==> config.mk <==
export PLATFORM = sky130hd
export DESIGN_NAME = pwqe_station_buffer_flat
export DESIGN_NICKNAME = d
export VERILOG_FILES = /design/src/rtl/pwqe_station_buffer_if.sv /design/src/rtl/pwqe_station_buffer.sv /design/src/flat_wrapper.sv
export SDC_FILE = /design/constraint.sdc
export NUM_CORES = 2
export LEC_CHECK = 0
export ABC_AREA = 1
export CAP_MARGIN = 20
export CORE_MARGIN = 5
export CORE_UTILIZATION = 31
export DETAILED_ROUTE_END_ITERATION = 12
export MAX_ROUTING_LAYER = met4
export SYNTH_ARGS = -nofsm -noshare
export SYNTH_HDL_FRONTEND = slang
export SYNTH_SLANG_ARGS = --single-unit
==> constraint.sdc <==
create_clock -name clk -period 139.7 [get_ports clk]
set_input_delay 27.94 -clock clk [delete_from_list [all_inputs] [get_ports clk]]
set_output_delay 27.94 -clock clk [all_outputs]
set_load 0.05 [all_outputs]
==> src/rtl/pwqe_station_buffer_if.sv <==
// Bundle of the ingress, scheduler, release and status signals of the PWQE
// station buffer. The master side drives the strobes; the buffer is the slave.
interface pwqe_station_buffer_if #(
    parameter int unsigned WQE_WIDTH           = 512,
    parameter int unsigned PWQE_SLOT_NUM       = 4,
    parameter int unsigned PWQE_BUF_ADDR_WIDTH = 2,
    parameter int unsigned PWQE_BUF_WIDTH      = 512
);
    logic                             i_bs_wqe_val;
    logic                             o_bs_wqe_rdy;
    logic [WQE_WIDTH-1:0]             i_bs_wqe;
    logic                             i_ren_1;
    logic                             i_wen_1;
    logic [PWQE_BUF_ADDR_WIDTH-1:0]   i_addr_1;
    logic [PWQE_BUF_WIDTH-1:0]        i_din_1;
    logic [PWQE_BUF_WIDTH-1:0]        o_dout_1;
    logic [PWQE_SLOT_NUM-1:0]         o_slot_status;
    logic                             i_slot_free;
    logic [PWQE_BUF_ADDR_WIDTH-1:0]   i_slot_free_addr;
    logic [PWQE_BUF_ADDR_WIDTH:0]     o_free_cnt;
    logic                             o_err;

    modport master (
        output i_bs_wqe_val, i_bs_wqe, i_ren_1, i_wen_1, i_addr_1, i_din_1,
               i_slot_free, i_slot_free_addr,
        input  o_bs_wqe_rdy, o_dout_1, o_slot_status, o_free_cnt, o_err
    );

    modport slave (
        input  i_bs_wqe_val, i_bs_wqe, i_ren_1, i_wen_1, i_addr_1, i_din_1,
               i_slot_free, i_slot_free_addr,
        output o_bs_wqe_rdy, o_dout_1, o_slot_status, o_free_cnt, o_err
    );
endinterface

==> src/rtl/pwqe_station_buffer.sv <==
// PWQE station buffer: slot store in front of the group scheduler. Each slot
// cycles FREE -> READY -> BUSY -> (READY | FREE). Read data has 1-cycle latency.
// Optional macro STATION_BUF_ERR_EN builds the sticky illegal-access flag o_err.
module pwqe_station_buffer #(
    parameter int unsigned WQE_WIDTH           = 512,
    parameter int unsigned PWQE_SLOT_NUM       = 4,
    parameter int unsigned PWQE_BUF_ADDR_WIDTH = 2,
    parameter int unsigned PWQE_BUF_WIDTH      = 512
) (
    input logic                  clk,
    input logic                  rst,
    pwqe_station_buffer_if.slave bus
);
    localparam int unsigned AW = PWQE_BUF_ADDR_WIDTH;
    localparam int unsigned CW = PWQE_BUF_ADDR_WIDTH + 1;

    localparam logic [1:0] ST_FREE  = 2'b00;
    localparam logic [1:0] ST_READY = 2'b01;
    localparam logic [1:0] ST_BUSY  = 2'b10;

    logic [1:0]                state_q [PWQE_SLOT_NUM];
    logic [1:0]                state_d [PWQE_SLOT_NUM];
    logic [PWQE_BUF_WIDTH-1:0] mem_q   [PWQE_SLOT_NUM];
    logic [PWQE_BUF_WIDTH-1:0] dout_q;
    logic [CW-1:0]             cnt_q, cnt_d;
    logic [AW-1:0]             alloc_idx;
    logic                      any_free;
    logic                      alloc_fire;
    logic                      rel_fire;

    // Lowest-index FREE slot, picked from registered state only.
    always_comb begin
        any_free  = 1'b0;
        alloc_idx = '0;
        for (int i = int'(PWQE_SLOT_NUM) - 1; i >= 0; i--) begin
            if (state_q[i] == ST_FREE) begin
                any_free  = 1'b1;
                alloc_idx = AW'(i);
            end
        end
    end

    assign alloc_fire = bus.i_bs_wqe_val && any_free;
    assign rel_fire   = bus.i_slot_free && (state_q[bus.i_slot_free_addr] != ST_FREE);

    // Per-slot next state; later assignments win: release > write-back > read > allocate.
    always_comb begin
        for (int i = 0; i < int'(PWQE_SLOT_NUM); i++) begin
            state_d[i] = state_q[i];
            if (alloc_fire && alloc_idx == AW'(i)) begin
                state_d[i] = ST_READY;
            end
            // A same-cycle write-back owns the state, so the read must not claim the slot.
            if (bus.i_ren_1 && !bus.i_wen_1 && bus.i_addr_1 == AW'(i)
                && state_q[i] == ST_READY) begin
                state_d[i] = ST_BUSY;
            end
            if (bus.i_wen_1 && bus.i_addr_1 == AW'(i) && state_q[i] == ST_BUSY) begin
                state_d[i] = ST_READY;
            end
            if (rel_fire && bus.i_slot_free_addr == AW'(i)) begin
                state_d[i] = ST_FREE;
            end
        end
    end

    // FREE count moves by +release -allocate; both at once leaves it unchanged.
    always_comb begin
        cnt_d = cnt_q + CW'(rel_fire) - CW'(alloc_fire);
    end

    // Slot state, free count and registered read data.
    always_ff @(posedge clk) begin
        if (rst) begin
            for (int i = 0; i < int'(PWQE_SLOT_NUM); i++) begin
                state_q[i] <= ST_FREE;
            end
            cnt_q  <= CW'(PWQE_SLOT_NUM);
            dout_q <= '0;
        end else begin
            for (int i = 0; i < int'(PWQE_SLOT_NUM); i++) begin
                state_q[i] <= state_d[i];
            end
            cnt_q <= cnt_d;
            if (bus.i_ren_1) begin
                dout_q <= mem_q[bus.i_addr_1];
            end
        end
    end

    // Slot memory, not reset; an ingress handshake during reset is dropped.
    always_ff @(posedge clk) begin
        if (bus.i_wen_1) begin
            mem_q[bus.i_addr_1] <= bus.i_din_1;
        end
        if (alloc_fire && !rst) begin
            mem_q[alloc_idx] <= PWQE_BUF_WIDTH'(bus.i_bs_wqe);
        end
    end

`ifdef STATION_BUF_ERR_EN
    logic err_q;
    logic err_set;

    // Illegal accesses. Read and write share i_addr_1, so they can never target
    // different slots and that case needs no term here.
    always_comb begin
        err_set = 1'b0;
        if (bus.i_ren_1 && state_q[bus.i_addr_1] != ST_READY) begin
            err_set = 1'b1;
        end
        if (bus.i_wen_1 && state_q[bus.i_addr_1] != ST_BUSY) begin
            err_set = 1'b1;
        end
        if (bus.i_slot_free && state_q[bus.i_slot_free_addr] == ST_FREE) begin
            err_set = 1'b1;
        end
    end

    // Sticky until reset.
    always_ff @(posedge clk) begin
        if (rst) begin
            err_q <= 1'b0;
        end else if (err_set) begin
            err_q <= 1'b1;
        end
    end

    assign bus.o_err = err_q;
`else
    assign bus.o_err = 1'b0;
`endif

    // READY bitmap for the scheduler.
    always_comb begin
        for (int i = 0; i < int'(PWQE_SLOT_NUM); i++) begin
            bus.o_slot_status[i] = (state_q[i] == ST_READY);
        end
    end

    assign bus.o_bs_wqe_rdy = any_free;
    assign bus.o_dout_1     = dout_q;
    assign bus.o_free_cnt   = cnt_q;
endmodule

==> src/flat_wrapper.sv <==
// flat-port wrapper written by rule: the top's interface ports become plain ports
module pwqe_station_buffer_flat 
#(
    parameter int unsigned WQE_WIDTH           = 512,
    parameter int unsigned PWQE_SLOT_NUM       = 4,
    parameter int unsigned PWQE_BUF_ADDR_WIDTH = 2,
    parameter int unsigned PWQE_BUF_WIDTH      = 512
)
  (clk, rst, bus_i_bs_wqe_val, bus_i_bs_wqe, bus_i_ren_1, bus_i_wen_1, bus_i_addr_1, bus_i_din_1, bus_i_slot_free, bus_i_slot_free_addr, bus_o_bs_wqe_rdy, bus_o_dout_1, bus_o_slot_status, bus_o_free_cnt, bus_o_err);
  pwqe_station_buffer_if #(.WQE_WIDTH(WQE_WIDTH), .PWQE_SLOT_NUM(PWQE_SLOT_NUM), .PWQE_BUF_ADDR_WIDTH(PWQE_BUF_ADDR_WIDTH), .PWQE_BUF_WIDTH(PWQE_BUF_WIDTH)) bus_i ();
  input logic clk;
  input logic rst;
  input wire logic [$bits(bus_i.i_bs_wqe_val)-1:0] bus_i_bs_wqe_val;
  input wire logic [$bits(bus_i.i_bs_wqe)-1:0] bus_i_bs_wqe;
  input wire logic [$bits(bus_i.i_ren_1)-1:0] bus_i_ren_1;
  input wire logic [$bits(bus_i.i_wen_1)-1:0] bus_i_wen_1;
  input wire logic [$bits(bus_i.i_addr_1)-1:0] bus_i_addr_1;
  input wire logic [$bits(bus_i.i_din_1)-1:0] bus_i_din_1;
  input wire logic [$bits(bus_i.i_slot_free)-1:0] bus_i_slot_free;
  input wire logic [$bits(bus_i.i_slot_free_addr)-1:0] bus_i_slot_free_addr;
  output wire logic [$bits(bus_i.o_bs_wqe_rdy)-1:0] bus_o_bs_wqe_rdy;
  output wire logic [$bits(bus_i.o_dout_1)-1:0] bus_o_dout_1;
  output wire logic [$bits(bus_i.o_slot_status)-1:0] bus_o_slot_status;
  output wire logic [$bits(bus_i.o_free_cnt)-1:0] bus_o_free_cnt;
  output wire logic [$bits(bus_i.o_err)-1:0] bus_o_err;
  assign bus_i.i_bs_wqe_val = bus_i_bs_wqe_val;
  assign bus_i.i_bs_wqe = bus_i_bs_wqe;
  assign bus_i.i_ren_1 = bus_i_ren_1;
  assign bus_i.i_wen_1 = bus_i_wen_1;
  assign bus_i.i_addr_1 = bus_i_addr_1;
  assign bus_i.i_din_1 = bus_i_din_1;
  assign bus_i.i_slot_free = bus_i_slot_free;
  assign bus_i.i_slot_free_addr = bus_i_slot_free_addr;
  assign bus_o_bs_wqe_rdy = bus_i.o_bs_wqe_rdy;
  assign bus_o_dout_1 = bus_i.o_dout_1;
  assign bus_o_slot_status = bus_i.o_slot_status;
  assign bus_o_free_cnt = bus_i.o_free_cnt;
  assign bus_o_err = bus_i.o_err;
  pwqe_station_buffer #(.WQE_WIDTH(WQE_WIDTH), .PWQE_SLOT_NUM(PWQE_SLOT_NUM), .PWQE_BUF_ADDR_WIDTH(PWQE_BUF_ADDR_WIDTH), .PWQE_BUF_WIDTH(PWQE_BUF_WIDTH)) u_core (.clk(clk), .rst(rst), .bus(bus_i));
endmodule
==> run metrics <==
WS Path Type=in -> reg; Startpoint Class=primary input; # nets final=13700; first-pass detailed-route iteration total=8; DIE WIDTH=613 µm; Area Overhead vs Synth=25.5%; Final min period=34.40 ns; core area=362000 µm²; multi-input logic area=34200 µm²; number of antenna violations at the first check in global routing=109; mux contribution to synthesized area=0%; clk root buf=clkbuf_16; Synth Area in XOR/XNOR=0.00778%; RR Startpoint=u_core.state_q[2][1]$_SDFFE_PP0P_; Max IR drop VDD=0.00920 mV; Die Footprint=375000 µm²; Worst-Skew Late Latency=0.88 ns; Placer Congestion=0.908; hold_sp=u_core.mem_q[2][254]$_DFFE_PP_; Post-CTS Hold Fix Bufs=0; Achievable Freq=29.1 MHz; cells after synthesis=11500; syn avg cell area=9.80 µm²; DRT Wirelength=425 mm; row count=221; Hold Crit Class=reg -> reg; CTS tree=done; Setup crit end kind=flop; Max Cap Violations=0; Vias=91200; crit share post-route=24.6%; Reg clk slew, reported paths=0.06 ns; vias per cell=5.13; Synth Area in Compound Gates=16.9%; Final setup viols=0; CTS resizes=0; final instance area=141000 µm²; worst hold slack=0.468 ns; first-pass GRT wire length=603 mm; largest family of logic cells by synthesized area=compound AO/OA/AOI/OAI gates; vias in the first global route=84200; Worst Max-Slew Pin Slew=1.29 ns; WL per Instance=23.9 µm; number of port buffers=1553; Initial Utilization=31.1%; flops & latches, synth=2571; Final Hold Viols=0; buffers from clock root to sink, at most=4; Total GRT Usage=22.1%; Yosys warning count=0; clk sinks=2571; Critical Path RT=140.25 ns; # DRC=0; DR iter-0 viols=10600; simple-gate area share of the yosys netlist=13.3%; htree depth=5; largest net degree at the start of global routing=197; power density over cell area=13.5 nW/µm²; clk_skew=0.0416 ns; HPWL after detailed placement=275 mm; CP Max Fanout=109; GRT overflow=0; RSZ-0062 raised after global routing=no; dpl cell area=131000 µm²; Syn Std Cell Area=113000 µm²; commonest non-fill, non-tap cell in the layout=nand2_1; die height=613 µm; crit path DAT=34.96 ns; setup TNS=0 ns; Pleak=53.7 nW; Relative slew margins=14.2%; post-CTS setup buffer count=0; Max Slew Vio Count=0; Post-synth EDFFs=2048; status=completed; crit path from=rst; post-synth cell types=32; total CTS buffers=293; post-synthesis adder-cell area fraction=0.0400%; Most used DFF post-synth=edfxtp_1; Seq/Total Area, Yosys=63.9%; Register Area=72000 µm²; post-route ant nets=0; I/O Pins=1555; ys async rst share=0%; fill count=35000; most frequent cells in the layout=nand2_1 (3608), o21ai_0 (2050), edfxtp_1 (2048); Syn Nets=12500; fraction of layout cells with a size suffix above 1=4.57%
## cell type report
class / instances / share of cell area (%)
timing repair buffer: 1686 / 11.9
clock inverter: 117 / 0.905
inverter: 668 / 1.80
tap: 4794 / 4.24
antenna: 115 / 0.204
multi-input combinational: 7400 / 24.2
sequential: 2571 / 50.9
clock buffer: 421 / 5.86
## report_power, final
| group | internal (mW) | switching, mW | total (mW) |
|---|---|---|---|
| Combinational | 0.0787 | 0.164 | 0.242 |
| Sequential | 0.879 | 0.0193 | 0.898 |
| Clock | 0.446 | 0.324 | 0.770 |
## per-layer routing
| metal | global-route usage (%) | vias up | share of wire [%] | wire length (µm) |
|---|---|---|---|---|
| li1 | - | 42400 | - | - |
| met1 | 27.6 | 43800 | 40 | 168000 |
| met2 | 34.8 | 4233 | 47 | 201000 |
| met3 | 3.83 | 692 | 8.0 | 33900 |
| met4 | 10.8 | 0 | 5.1 | 21700 |
| met5 | - | - | 0 | 0 |
## registers in the layout, summed over array words and instances (netlist names)
name / flops
u_core.mem_q: 2048
u_core.bus.o_dout_1: 512
u_core.state_q: 8
u_core.bus.o_free_cnt: 3
## worst paths after layout
kind	end	cells past startpoint	slack [ns]
max	u_core.mem_q[3][265]$_DFFE_PP_	10	105.30
min	u_core.bus.o_dout_1[254]$_SDFFE_PP0P_	2	0.47
max reg2reg	u_core.mem_q[3][265]$_DFFE_PP_	10	132.80
min reg2reg	u_core.bus.o_dout_1[254]$_SDFFE_PP0P_	2	0.47
## stage by stage
step	setup WS, ns	instances	util [%]	power (mW)
detailed placement	104.57	17100	36.3	1.16
finish	105.30	17800	39.0	1.91
floorplan	73.91	11500	-	1.07
global placement	104.65	17100	36.3	1.15
global route	105.05	17800	39.0	1.97
CTS	105.56	17700	39.0	1.92
## cell families after synthesis
kind of cell             after synthesis
AND/OR/NAND/NOR                     3935
buffers and inverters               1518
XOR/XNOR                               1
AO/OA/AOI/OAI                       3460
flip-flops                          2571
other                                  1
adder cells (fa/ha/maj)                3
## Yosys cell counts (all sizes together), types with 2 or more instances
master | count | share of area (%)
o21ai | 2569 | 11
nor2 | 167 | 0.56
ha | 2 | 0.022
a211oi | 135 | 0.90
clkbuf | 498 | 1.7
a21oi | 249 | 1.1
a31oi | 129 | 0.72
edfxtp | 2048 | 55
dfxtp | 523 | 9.3
a41oi | 248 | 1.9
nand3 | 149 | 0.67
buf | 352 | 1.9
nand2 | 3613 | 12
nand3b | 3 | 0.020
a22oi | 129 | 0.86
inv | 668 | 2.2
## worst max-delay path: stages
cell and delay [ns]:
clkdlybuf4s50_1 0.64, inv_8 0.27, nand3_4 0.73, buf_4 0.90
buf_4 0.84, buf_4 0.86, buf_4 0.78, buf_4 0.74
buf_4 0.69, o21ai_1 0.12
Power figures use the tool's default switching activity.
